--- config.mk ---
export PLATFORM = sky130hd
export DESIGN_NAME = ram_arbiter
export DESIGN_NICKNAME = d
export VERILOG_FILES = /design/src/rtl/ram_arb_pkg.sv /design/src/rtl/rr_arb2.sv /design/src/rtl/ram_arbiter.sv
export SDC_FILE = /design/constraint.sdc
export NUM_CORES = 1
export LEC_CHECK = 0
export ABC_AREA = 1
export CAP_MARGIN = 20
export CORE_UTILIZATION = 41
export DETAILED_ROUTE_END_ITERATION = 10
export DONT_BUFFER_PORTS = 1
export GPL_TIMING_DRIVEN = 0
export HOLD_SLACK_MARGIN = 0.15
export PLACE_DENSITY = 0.55
export RECOVER_POWER = 25
export SYNTH_ARGS = -nofsm -noshare
export SYNTH_HDL_FRONTEND = slang
export SYNTH_SLANG_ARGS = --single-unit
--- constraint.sdc ---
create_clock -name clk -period 1.4 [get_ports clk]
set_input_delay 0.28 -clock clk [delete_from_list [all_inputs] [get_ports clk]]
set_output_delay 0.28 -clock clk [all_outputs]
set_load 0.01 [all_outputs]
--- src/rtl/ram_arb_pkg.sv ---
// Shared types and constants for the two-port RAM sequencer arbiter.
// Port 0 is the instruction cache, port 1 the data cache.
package ram_arb_pkg;

    localparam int NUM_PORTS = 2;
    localparam int PORT_I    = 0;
    localparam int PORT_D    = 1;

    typedef enum logic [1:0] {
        IDLE  = 2'd0,
        ISSUE = 2'd1,
        WAIT  = 2'd2,
        RESP  = 2'd3
    } state_t;

    typedef enum logic {
        OP_RD = 1'b0,
        OP_WR = 1'b1
    } op_t;

endpackage

--- src/rtl/rr_arb2.sv ---
// Two-way round-robin grant: on a tie the port that was not served last wins.
// Purely combinational; the caller owns the last-grant register.
module rr_arb2
    import ram_arb_pkg::*;
(
    input  logic [NUM_PORTS-1:0] pending,
    input  logic                 last_grant,
    output logic                 grant_valid,
    output logic                 grant
);

    always_comb begin
        grant_valid = |pending;
        if (pending == 2'b11) begin
            grant = ~last_grant;
        end else begin
            grant = pending[1];
        end
    end

endmodule

--- src/rtl/ram_arbiter.sv ---
// Shares one ram_control sequencer between the instruction and data caches.
// One transaction in flight; address/data are latched at grant and held through the response.
module ram_arbiter
    import ram_arb_pkg::*;
#(
    parameter int TIMEOUT = 8
) (
    input  logic        clk,
    input  logic        reset_n,
    input  logic [1:0]  req_rd,
    input  logic [1:0]  req_wr,
    input  logic [31:0] req_addr0,
    input  logic [31:0] req_addr1,
    input  logic [31:0] req_wdata0,
    input  logic [31:0] req_wdata1,
    output logic [1:0]  done,
    output logic [31:0] rdata,
    output logic        err_timeout,
    output logic        ram_rd_start,
    output logic        ram_wr_start,
    output logic [31:0] ram_rd_addr_base,
    output logic [31:0] ram_wr_addr_base,
    output logic [31:0] ram_wr_data_in,
    input  logic        ram_rd_done,
    input  logic        ram_wr_done,
    input  logic [31:0] ram_rd_data_out
);

    state_t      state_q,      state_d;
    op_t         op_q,         op_d;
    logic        last_grant_q, last_grant_d;
    logic        gnt_q,        gnt_d;
    logic [31:0] addr_q,       addr_d;
    logic [31:0] wdata_q,      wdata_d;
    logic [3:0]  cnt_q,        cnt_d;
    logic [1:0]  done_q,       done_d;
    logic [31:0] rdata_q,      rdata_d;
    logic        err_q,        err_d;
    logic        rd_start_q,   rd_start_d;
    logic        wr_start_q,   wr_start_d;

    logic [NUM_PORTS-1:0] pending;
    logic                 arb_valid;
    logic                 arb_gnt;
    logic                 ram_match;

    genvar gi;
    generate
        for (gi = 0; gi < NUM_PORTS; gi++) begin : g_pending
            assign pending[gi] = req_rd[gi] | req_wr[gi];
        end
    endgenerate

    rr_arb2 u_rr_arb2 (
        .pending     (pending),
        .last_grant  (last_grant_q),
        .grant_valid (arb_valid),
        .grant       (arb_gnt)
    );

    // Only the done strobe of the operation actually issued ends the wait.
    assign ram_match = (op_q == OP_WR) ? ram_wr_done : ram_rd_done;

    always_comb begin
        state_d      = state_q;
        op_d         = op_q;
        last_grant_d = last_grant_q;
        gnt_d        = gnt_q;
        addr_d       = addr_q;
        wdata_d      = wdata_q;
        cnt_d        = cnt_q;
        done_d       = 2'b00;
        rdata_d      = rdata_q;
        err_d        = err_q;
        rd_start_d   = 1'b0;
        wr_start_d   = 1'b0;

        case (state_q)
            IDLE: begin
                if (arb_valid) begin
                    gnt_d = arb_gnt;
                    // A port asking for both gets its write served first.
                    op_d       = req_wr[arb_gnt] ? OP_WR : OP_RD;
                    rd_start_d = ~req_wr[arb_gnt];
                    wr_start_d = req_wr[arb_gnt];
                    addr_d     = (arb_gnt == 1'(PORT_D)) ? req_addr1  : req_addr0;
                    wdata_d    = (arb_gnt == 1'(PORT_D)) ? req_wdata1 : req_wdata0;
                    state_d    = ISSUE;
                end
            end
            ISSUE: begin
                cnt_d   = 4'd0;
                state_d = WAIT;
            end
            WAIT: begin
                if (ram_match) begin
                    if (op_q == OP_RD) begin
                        rdata_d = ram_rd_data_out;
                    end
                    done_d[gnt_q] = 1'b1;
                    state_d       = RESP;
                end else if (cnt_q == 4'(TIMEOUT - 1)) begin
                    // Abort but still release the requester so it never hangs.
                    err_d         = 1'b1;
                    rdata_d       = 32'd0;
                    done_d[gnt_q] = 1'b1;
                    state_d       = RESP;
                end else begin
                    cnt_d = cnt_q + 4'd1;
                end
            end
            RESP: begin
                last_grant_d = gnt_q;
                state_d      = IDLE;
            end
            default: begin
                state_d = IDLE;
            end
        endcase
    end

    always_ff @(posedge clk or negedge reset_n) begin
        if (!reset_n) begin
            state_q      <= IDLE;
            op_q         <= OP_RD;
            last_grant_q <= 1'b1;
            gnt_q        <= 1'b0;
            addr_q       <= 32'd0;
            wdata_q      <= 32'd0;
            cnt_q        <= 4'd0;
            done_q       <= 2'b00;
            rdata_q      <= 32'd0;
            err_q        <= 1'b0;
            rd_start_q   <= 1'b0;
            wr_start_q   <= 1'b0;
        end else begin
            state_q      <= state_d;
            op_q         <= op_d;
            last_grant_q <= last_grant_d;
            gnt_q        <= gnt_d;
            addr_q       <= addr_d;
            wdata_q      <= wdata_d;
            cnt_q        <= cnt_d;
            done_q       <= done_d;
            rdata_q      <= rdata_d;
            err_q        <= err_d;
            rd_start_q   <= rd_start_d;
            wr_start_q   <= wr_start_d;
        end
    end

    assign done             = done_q;
    assign rdata            = rdata_q;
    assign err_timeout      = err_q;
    assign ram_rd_start     = rd_start_q;
    assign ram_wr_start     = wr_start_q;
    assign ram_rd_addr_base = addr_q;
    assign ram_wr_addr_base = addr_q;
    assign ram_wr_data_in   = wdata_q;

endmodule
=== After elaboration in Yosys (flattened, before gate mapping) ===
Index checks and enable logic that the tools add are counted.
Widths: inputs -> output; s select.

* Bits in registers: 110
* Input bits: 168
* Output and inout bits: 133

* Equal/unequal tests: 10
* Add/sub/neg operators: 1
* Reductions and logical operators: 10
* Bitwise operators: 5
* Multiplexer cells: 26
* $lt $le $gt $ge: 3

{| class="wikitable"
|+ Operators by type and width
! operator !! number
|-
| $mux 32 || 5
|-
| $mux 2 || 6
|-
| $mux 1 || 10
|-
| $reduce_and 3->1 || 3
|-
| $mux 4 || 2
|-
| $ne 2x2->1 const B || 4
|-
| $pmux 2 s4 || 1
|-
| $pmux 4 s2 || 1
|-
| $eq 2x2->1 const B || 3
|-
| $add 4x1->4 const B || 1
|-
| $eq 4x3->1 const B || 1
|-
| $lt 1x2->1 const B || 2
|-
| $reduce_and 2->1 || 2
|-
| $reduce_bool 2->1 || 2
|-
| $ne 3x3->1 const B || 1
|-
| $not 1->1 || 3
|-
| $eq 2x1->1 const B || 1
|-
| $logic_not 2->1 || 1
|-
| $or 1x1->1 || 2
|-
| $reduce_or 2->1 || 1
|-
| $demux 1 s1 || 1
|-
| $ge 1x1->1 const B || 1
|-
| $logic_and 1x1->1 || 1
|}

=== Longest topological paths before layout ===
Gate-level depths: netlist (run 1).

* Depth after elaboration: 8
* Gate-level depth with buffers: 9
* Depth with buffers taken out: 7

=== Hierarchy ===
From an unflattened synthesis (run 1), not the netlist that was laid out.

* Cells, all modules: 622
* Area total of the unflattened synthesis: 5250.0 um^2

{| class="wikitable"
|+ By module, submodules not included
! module !! times used !! sequential area each (um^2) !! area each (um^2) !! cells each
|-
| ram_arbiter || 1 || 2753.9 || 5235.0 || 619
|-
| rr_arb2 || 1 || 0.0 || 15.0 || 3
|}

=== Worst setup path before layout (run 1) ===
OpenSTA, ideal clock, no wires.

* Path type: flip-flop to flip-flop
* From: register state_q[0]
* To: register addr_q[10], in the netlist ram_rd_addr_base[10]
* Path slack: 0.004 ns
* Cell stages (with the launch flop): 10
* Data arrival time: 1.279 ns
* Cell sequence: dfrtp_1 inv_1 ha_1 inv_2 a21oi_2 inv_2 buf_4 buf_2 nand2_1 nand2_1

* Word-level cells in the longest chain between the ends: 2

{| class="wikitable"
|+ Ends and longest elaborated chain
! item !! line !! source
|-
| start: declaration || ram_arbiter.sv:29 || <nowiki>state_t state_q, state_d;</nowiki>
|-
| start signal: assignment || ram_arbiter.sv:137 || <nowiki>state_q <= state_d;</nowiki>
|-
| $logic_not 2->1 || ram_arbiter.sv:78 || <nowiki>case (state_q)</nowiki>
|-
| $reduce_and 2->1 (no line) || n/a ||
|-
| end signal: assignment || ram_arbiter.sv:141 || <nowiki>addr_q <= addr_d;</nowiki>
|-
| end: declaration || ram_arbiter.sv:33 || <nowiki>logic [31:0] addr_q, addr_d;</nowiki>
|}

Every way passes these cells.
A chain may end at the register's enable or synchronous reset.

=== Worst setup path in the final report (run 1) ===
* From: register state_q[0]
* To: register wdata_q[31], in the netlist ram_wr_data_in[31]

* Word-level cells in the longest chain between the ends: 2

{| class="wikitable"
|+ Ends and longest elaborated chain
! item !! line !! source
|-
| $logic_not 2->1 || ram_arbiter.sv:78 ||
|-
| $reduce_and 2->1 (no line) || n/a ||
|-
| end signal: assignment || ram_arbiter.sv:142 || <nowiki>wdata_q <= wdata_d;</nowiki>
|-
| end: declaration || ram_arbiter.sv:34 || <nowiki>logic [31:0] wdata_q, wdata_d;</nowiki>
|}

Every way passes these cells.

==> results of run 1 <==
-- worst paths after layout --
check,from,end,slack (ps),depth (start not counted)
min in group clk,req_addr0[6],ram_rd_addr_base[6]$_DFFE_PN0P_,160,4
worst min register to register,gnt_q$_DFFE_PN0P_,done[0]$_DFF_PN0_,480,1
max in group asynchronous,reset_n,last_grant_q$_DFFE_PN1N_,1560,0
worst max-delay path,state_q[0]$_DFFE_PN0P_,ram_wr_data_in[31]$_DFFE_PN0P_,-60,9
worst max register to register,state_q[0]$_DFFE_PN0P_,ram_wr_data_in[31]$_DFFE_PN0P_,-60,9
worst min-delay path,reset_n,rdata[4]$_DFFE_PN0P_,-380,0
-- critical path, delay by kind of cell, from the launching register on --
kind / cells / cell delay [ps]
flops: 1 / 390
simple gates: 2 / 100
compound gates: 1 / 170
buf+inv: 5 / 520
fa+ha+maj: 1 / 150
-- cells in the mapped netlist, drive strengths merged --
master / instances
clkbuf: 11
xor2: 1
nand2: 286
nand3b: 64
nand4: 34
o21ai: 3
nand3: 74
dfstp: 1
inv: 78
dfrtp: 109
a31o: 1
nor2: 8
ha: 4
buf: 69
or2: 1
a21oi: 2
-- cell families (layout without fill, tap and decap cells) --
group                    after synthesis  count (layout)  share of synthesized area
AND/OR/NAND/NOR                      467             467                     0.3748
buffers and inverters                158             271                     0.1348
flip-flops                           110             110                     0.4732
AO/OA/AOI/OAI                          6               6                   0.007094
adder cells (fa/ha/maj)                4               4                   0.008601
XOR/XNOR                               1               1                   0.001505
other                                  0               1                          0
-- state kept, by name, summed over array words and instances, names as in the netlist --
| name | cells |
|---|---|
| ram_rd_start | 1 |
| cnt_q | 4 |
| state_q | 2 |
| done | 2 |
| rdata | 32 |
| ram_wr_data_in | 32 |
| ram_wr_start | 1 |
| err_timeout | 1 |
| gnt_q | 1 |
| last_grant_q | 1 |
| op_q | 1 |
| ram_rd_addr_base | 32 |
-- where the power goes --
group	switching (mW)	internal [mW]	leakage (nW)
clock	1.20	1.27	0.139
combinational	3.97	3.35	2.52
sequential	2.09	4.72	1.37
-- stage by stage --
step                      setup TNS [ps]  utilization  total power [mW]  cell area (sq um)  hold WS, ps
after floorplan                        0            -             11.00               5819       -15.59
final                              -1409       0.5476             16.61               7601       -381.9
after global routing               -5776       0.5474             17.85               7599       -401.4
after global placement            -14410       0.4355             12.48               6045       -13.69
after CTS                         -668.1       0.5320             16.05               7385       -397.1
after detailed placement          -16540       0.4355             12.64               6045       -13.42
-- cell type report --
type	instances	area share
sequential	110	0.3625
inverter	78	0.03918
tap	180	0.02963
multi-input combinational	478	0.3175
clock inverter	5	0.005761
timing repair buffer	98	0.1317
buffer	80	0.08198
clock buffer	10	0.03144
antenna	1	0.0003292
-- layer usage --
layer	routed length, microns	part of all wire	track usage	vias up
li1	-	-	-	2528
met1	7119	0.41	0.2869	2566
met2	8791	0.51	0.3932	238
met3	1232	0.071	0.05122	15
met4	214	0.012	0.07176	0
met5	0	0	0	-
-- repair_timing --
action / in CTS / in global routing
resized for setup: 39 / 61
endpoints found under the setup margin: 105 / 105
gates cloned: 2 / 3
setup buffers: 10 / 0
pin swaps: 3 / 15
endpoints found under the hold margin: 188 / 110
==> summary.json, run 1 <==
{
  "run_status": {
    "run_status": "complete, but fails checks",
    "violations": "hold timing, setup timing"
  },
  "die": {
    "top_level_ports": 301,
    "design.core.area_sq_mm": 0.01388,
    "die_height_microns": 121.1,
    "die_width_microns": 121.1,
    "die-area_sq_mm": 0.01467,
    "site_rows": 43,
    "start_util": 0.4192
  },
  "final_layout": {
    "multi_input_comb_area_sq_mm": 0.002414,
    "area_delta_synth_final_pct": 30.62,
    "most_common_cell_after_layout_fill_and_taps_aside": "nand2_1",
    "storage_element_area_sq_mm": 0.002755,
    "layout-drive-gt1-share": 0.1781,
    "nNetsFinal": 1027,
    "final_cells": 1040,
    "layout.cells.most_common_list": "263 x nand2_1, 108 x dfrtp_1, 83 x dlygate4sd3_1, 73 x inv_1, 70 x nand3_1",
    "fillerInstances": 1280
  },
  "worst_setup_path": {
    "path_max_fanout": 7,
    "timing.critical_path.slowest_cell_delay_ps": 390,
    "criticalPathCategory": "reg -> reg",
    "cp_slowest_cell": "dfrtp_1",
    "critPathLaunchType": "register",
    "critPathCaptureType": "register",
    "critical_path_required_ps": 1640,
    "critical_path_arrival_ps": 1700,
    "worstPathCellList": "inv_2 -> ha_4 -> inv_4 -> a21oi_4 -> inv_4 -> buf_12 -> clkbuf_16 -> nand2_1 -> nand2_1"
  },
  "clock_network": {
    "cts.root.buffer_cell": "clkbuf_16",
    "cts_buffers": 9,
    "clk-insertion-delay-late_ps": 350,
    "cts.reportedPaths.clkPinSlew_ps": 70,
    "max-clock-path-buffers": 2,
    "total_number_of_h_tree_levels": 3,
    "cts.sink_count": 110,
    "cts_hold_buffers": 83,
    "cts_tree": "built"
  },
  "yosys": {
    "number_of_distinct_library_cell_variants_in_the_gate_level_netlist_after_synthesis": 24,
    "seq_area_frac_synth": 0.4732,
    "fraction_of_synthesized_cell_area_taken_by_the_top_area_cell_type": 0.4687,
    "yosys-top-cells-area": "dfrtp_1 47%, nand2_1 18%, nand3b_1 8.3%",
    "syn-instance-count": 746,
    "yosys_register_bits": 110,
    "synth.largest_area_cell": "dfrtp_1",
    "postSynthAreaPerCell_sq_um": 7.801,
    "syn-num-nets": 918,
    "yosysWarnings": 0,
    "post_synth_instance_area_sq_mm": 0.005819
  },
  "run": {
    "cap_viol_max_count": 0
  },
  "route": {
    "totalWireLength_microns": 17360,
    "detail_route.drc_violations": 0,
    "drt-vias-per-instance": 5.141,
    "antenna_left": 0,
    "wirelength_per_cell_microns": 16.69,
    "vias": 5347,
    "detailedRoute.firstIterationViolations": 268,
    "drt_first_pass_iters": 6
  },
  "global_route": {
    "maximum_number_of_pins_on_one_net_before_global_route_repair": 111,
    "grt_first_pass_wirelength_microns": 26120,
    "grt_overflow": 0,
    "grt_antenna_before_repair": 0,
    "number_of_global_route_vias_before_repair": 5108,
    "track_usage": 0.2297
  },
  "sta": {
    "shortest_clock_period_the_worst_path_allows_after_layout_ps": 1460,
    "rsz0062_at_grt": "yes",
    "fin_hold_ws_ps": -381.9,
    "final_critical_path_setup_slack_ps": -59.64,
    "final_hold_viol_count": 110,
    "fmaxAchievable_mhz": 685.1,
    "max_slew_margin": 0.7090,
    "final_max_slew_viol_count": 0,
    "clock-skew-final_ps": 5.501,
    "max_slew.worst_pin.slew_ps": 436.5,
    "final_min_period_over_clock_period": 1.043,
    "setup_viol_count_final": 46
  },
  "hold_path": {
    "hold_path.class": "in -> async"
  },
  "power_and_ir_drop": {
    "power.static_leakage_nw": 4.034,
    "pwr_dens_mw_per_mm2": 2185,
    "irDropWorstVdd_uv": 821.8
  },
  "placed_design": {
    "instance_count_after_placement_with_tap_cells_included": 926,
    "finalWeightedCongestion": 0.8130,
    "portBuffers": 0,
    "placement.setup.worst_slack_ps": -231.5,
    "dpl.hpwl_microns": 11700
  }
}
(Power assumes the default switching activity.)
==> run 2: changes to the inputs <==
CORE_MARGIN = 3   (was not set)
SLEW_MARGIN = 25   (was not set)
==> summary.json, run 2 (synthesis results as in run 1) <==
{
  "run_status": {
    "run_status": "complete, but fails checks",
    "violations": "hold timing, setup timing"
  },
  "sta": {
    "final_critical_path_setup_slack_ps": -52.68,
    "max_slew.worst_pin.slew_ps": 402.3,
    "max_slew_margin": 0.7318,
    "fin_hold_ws_ps": -382.5,
    "final_min_period_over_clock_period": 1.038,
    "fmaxAchievable_mhz": 688.4,
    "rsz0062_at_grt": "yes",
    "final_hold_viol_count": 110,
    "final_max_slew_viol_count": 0,
    "clock-skew-final_ps": 6.363,
    "shortest_clock_period_the_worst_path_allows_after_layout_ps": 1453,
    "setup_viol_count_final": 24
  },
  "route": {
    "wirelength_per_cell_microns": 17.10,
    "antenna_left": 0,
    "drt_first_pass_iters": 5,
    "detailedRoute.firstIterationViolations": 202,
    "detail_route.drc_violations": 0,
    "totalWireLength_microns": 17860,
    "vias": 5292,
    "drt-vias-per-instance": 5.069
  },
  "global_route": {
    "grt_antenna_before_repair": 4,
    "number_of_global_route_vias_before_repair": 5298,
    "globalRouteMet2Util": 0.3673,
    "maximum_number_of_pins_on_one_net_before_global_route_repair": 111,
    "met1_track_usage_gr": 0.2637,
    "grt_overflow": 0,
    "grt_first_pass_wirelength_microns": 27680,
    "grtUsageMet3": 0.06439,
    "busiest_layer": "met2",
    "track_usage": 0.2179
  },
  "final_layout": {
    "fillerInstances": 1235,
    "nNetsFinal": 1031,
    "layout-drive-gt1-share": 0.1887,
    "fin_util": 0.5694,
    "storage_element_area_sq_mm": 0.002754,
    "most_common_cell_after_layout_fill_and_taps_aside": "nand2_1",
    "multi_input_comb_area_sq_mm": 0.002455,
    "area_delta_synth_final_pct": 32.66,
    "layout.cells.most_common_list": "260 x nand2_1, 109 x dfrtp_1, 86 x dlygate4sd3_1, 73 x inv_1, 64 x nand3b_1"
  },
  "clock_network": {
    "cts_tree": "built",
    "cts_buffers": 9,
    "cts.reportedPaths.clkPinSlew_ps": 80,
    "cts.root.buffer_cell": "clkbuf_16",
    "total_number_of_h_tree_levels": 3,
    "cts_hold_buffers": 86,
    "clk-insertion-delay-late_ps": 350,
    "max-clock-path-buffers": 2,
    "cts.sink_count": 110
  },
  "power_and_ir_drop": {
    "power.static_leakage_nw": 4.069,
    "power.total_mw": 16.77,
    "pwr_dens_mw_per_mm2": 2173,
    "irDropWorstVdd_uv": 932.3
  },
  "die": {
    "design.core.area_sq_mm": 0.01356,
    "die-area_sq_mm": 0.01566,
    "die_width_microns": 125.1,
    "top_level_ports": 301,
    "site_rows": 42,
    "die_height_microns": 125.1,
    "start_util": 0.4292
  },
  "placed_design": {
    "dpl.hpwl_microns": 12290,
    "portBuffers": 0,
    "finalWeightedCongestion": 0.8596
  },
  "worst_setup_path": {
    "crit-reg2reg-capture": "state_q[0]$_DFFE_PN0P_",
    "timing.rr.start": "state_q[1]$_DFFE_PN0P_",
    "critPathCaptureType": "register",
    "critPathLaunchType": "register",
    "path_max_fanout": 10,
    "timing.reg2reg.setup_slack_ps": -50,
    "critical_path_required_ps": 1640,
    "critical_path_arrival_ps": 1690,
    "worst_r2r_path_depth": 6,
    "criticalPathCategory": "reg -> reg"
  },
  "hold_path": {
    "hold_path.class": "in -> async"
  },
  "run": {
    "cap_viol_max_count": 0
  }
}
run 2: how the worst max path moves through the flow:
stage	from	to	slack, ps	cells after the start
CTS	state_q[1]$_DFFE_PN0P_	state_q[0]$_DFFE_PN0P_	-40	6
global route	state_q[1]$_DFFE_PN0P_	state_q[0]$_DFFE_PN0P_	-120	6
global placement	state_q[0]$_DFFE_PN0P_	rdata[9]$_DFFE_PN0P_	-210	6
floorplan	state_q[0]$_DFFE_PN0P_	ram_rd_addr_base[10]$_DFFE_PN0P_	4	9
detailed placement	state_q[0]$_DFFE_PN0P_	rdata[27]$_DFFE_PN0P_	-260	6
finish	state_q[1]$_DFFE_PN0P_	state_q[0]$_DFFE_PN0P_	-50	6
run 2: layout make-up:
| cell class | count | area share |
|---|---|---|
| diodes | 4 | 0.001297 |
| plain buffers | 80 | 0.08363 |
| clock buffers | 11 | 0.03015 |
| clock inverters | 5 | 0.005511 |
| inverters | 78 | 0.03857 |
| multi-input cells | 478 | 0.3180 |
| flip-flops and latches | 110 | 0.3567 |
| well taps | 176 | 0.02853 |
| repair buffers | 102 | 0.1376 |
run 2: worst max-delay path, cell delays in order (launching register included):
cell     delay (ps)
dfrtp_1         410
buf_4           140
ha_2            200
buf_6           150
or2_2           290
nand3_1          90
nand2_1          60
run 2: routing by layer:
| layer | wire, microns | share of wire |
|---|---|---|
| met5 | 0 | 0 |
| met4 | 446 | 0.025 |
| met3 | 1427 | 0.080 |
| met2 | 8782 | 0.49 |
| met1 | 7201 | 0.40 |
run 2: power by group:
| group | switching [mW] | internal, mW | total [mW] |
|---|---|---|---|
| Sequential | 2.11 | 4.72 | 6.82 |
| Clock | 1.20 | 1.23 | 2.43 |
| Combinational | 4.00 | 3.52 | 7.52 |
run 2: what timing repair did:
item / in CTS / in global routing
pin swaps: 1 / 13
setup buffers: 10 / 2
resized for setup: 43 / 70
endpoints found under the setup margin: 105 / 105
hold endpoints to repair: 193 / 110
gates cloned: 1 / 3
run 2: per-stage QoR:
step / std cells / cell area (sq um) / TNS [ps] / setup WS [ps]
6_report: 1044 / 7720 / -324.9 / -52.68
5_1_grt: 1044 / 7720 / -6476 / -117.7
4_1_cts: 1035 / 7411 / -65.17 / -35.26
3_5_place_dp: 922 / 6040 / -17830 / -258.3
3_3_place_gp: 922 / 6040 / -14750 / -213.7
2_1_floorplan: 746 / 5819 / 0 / 3.534
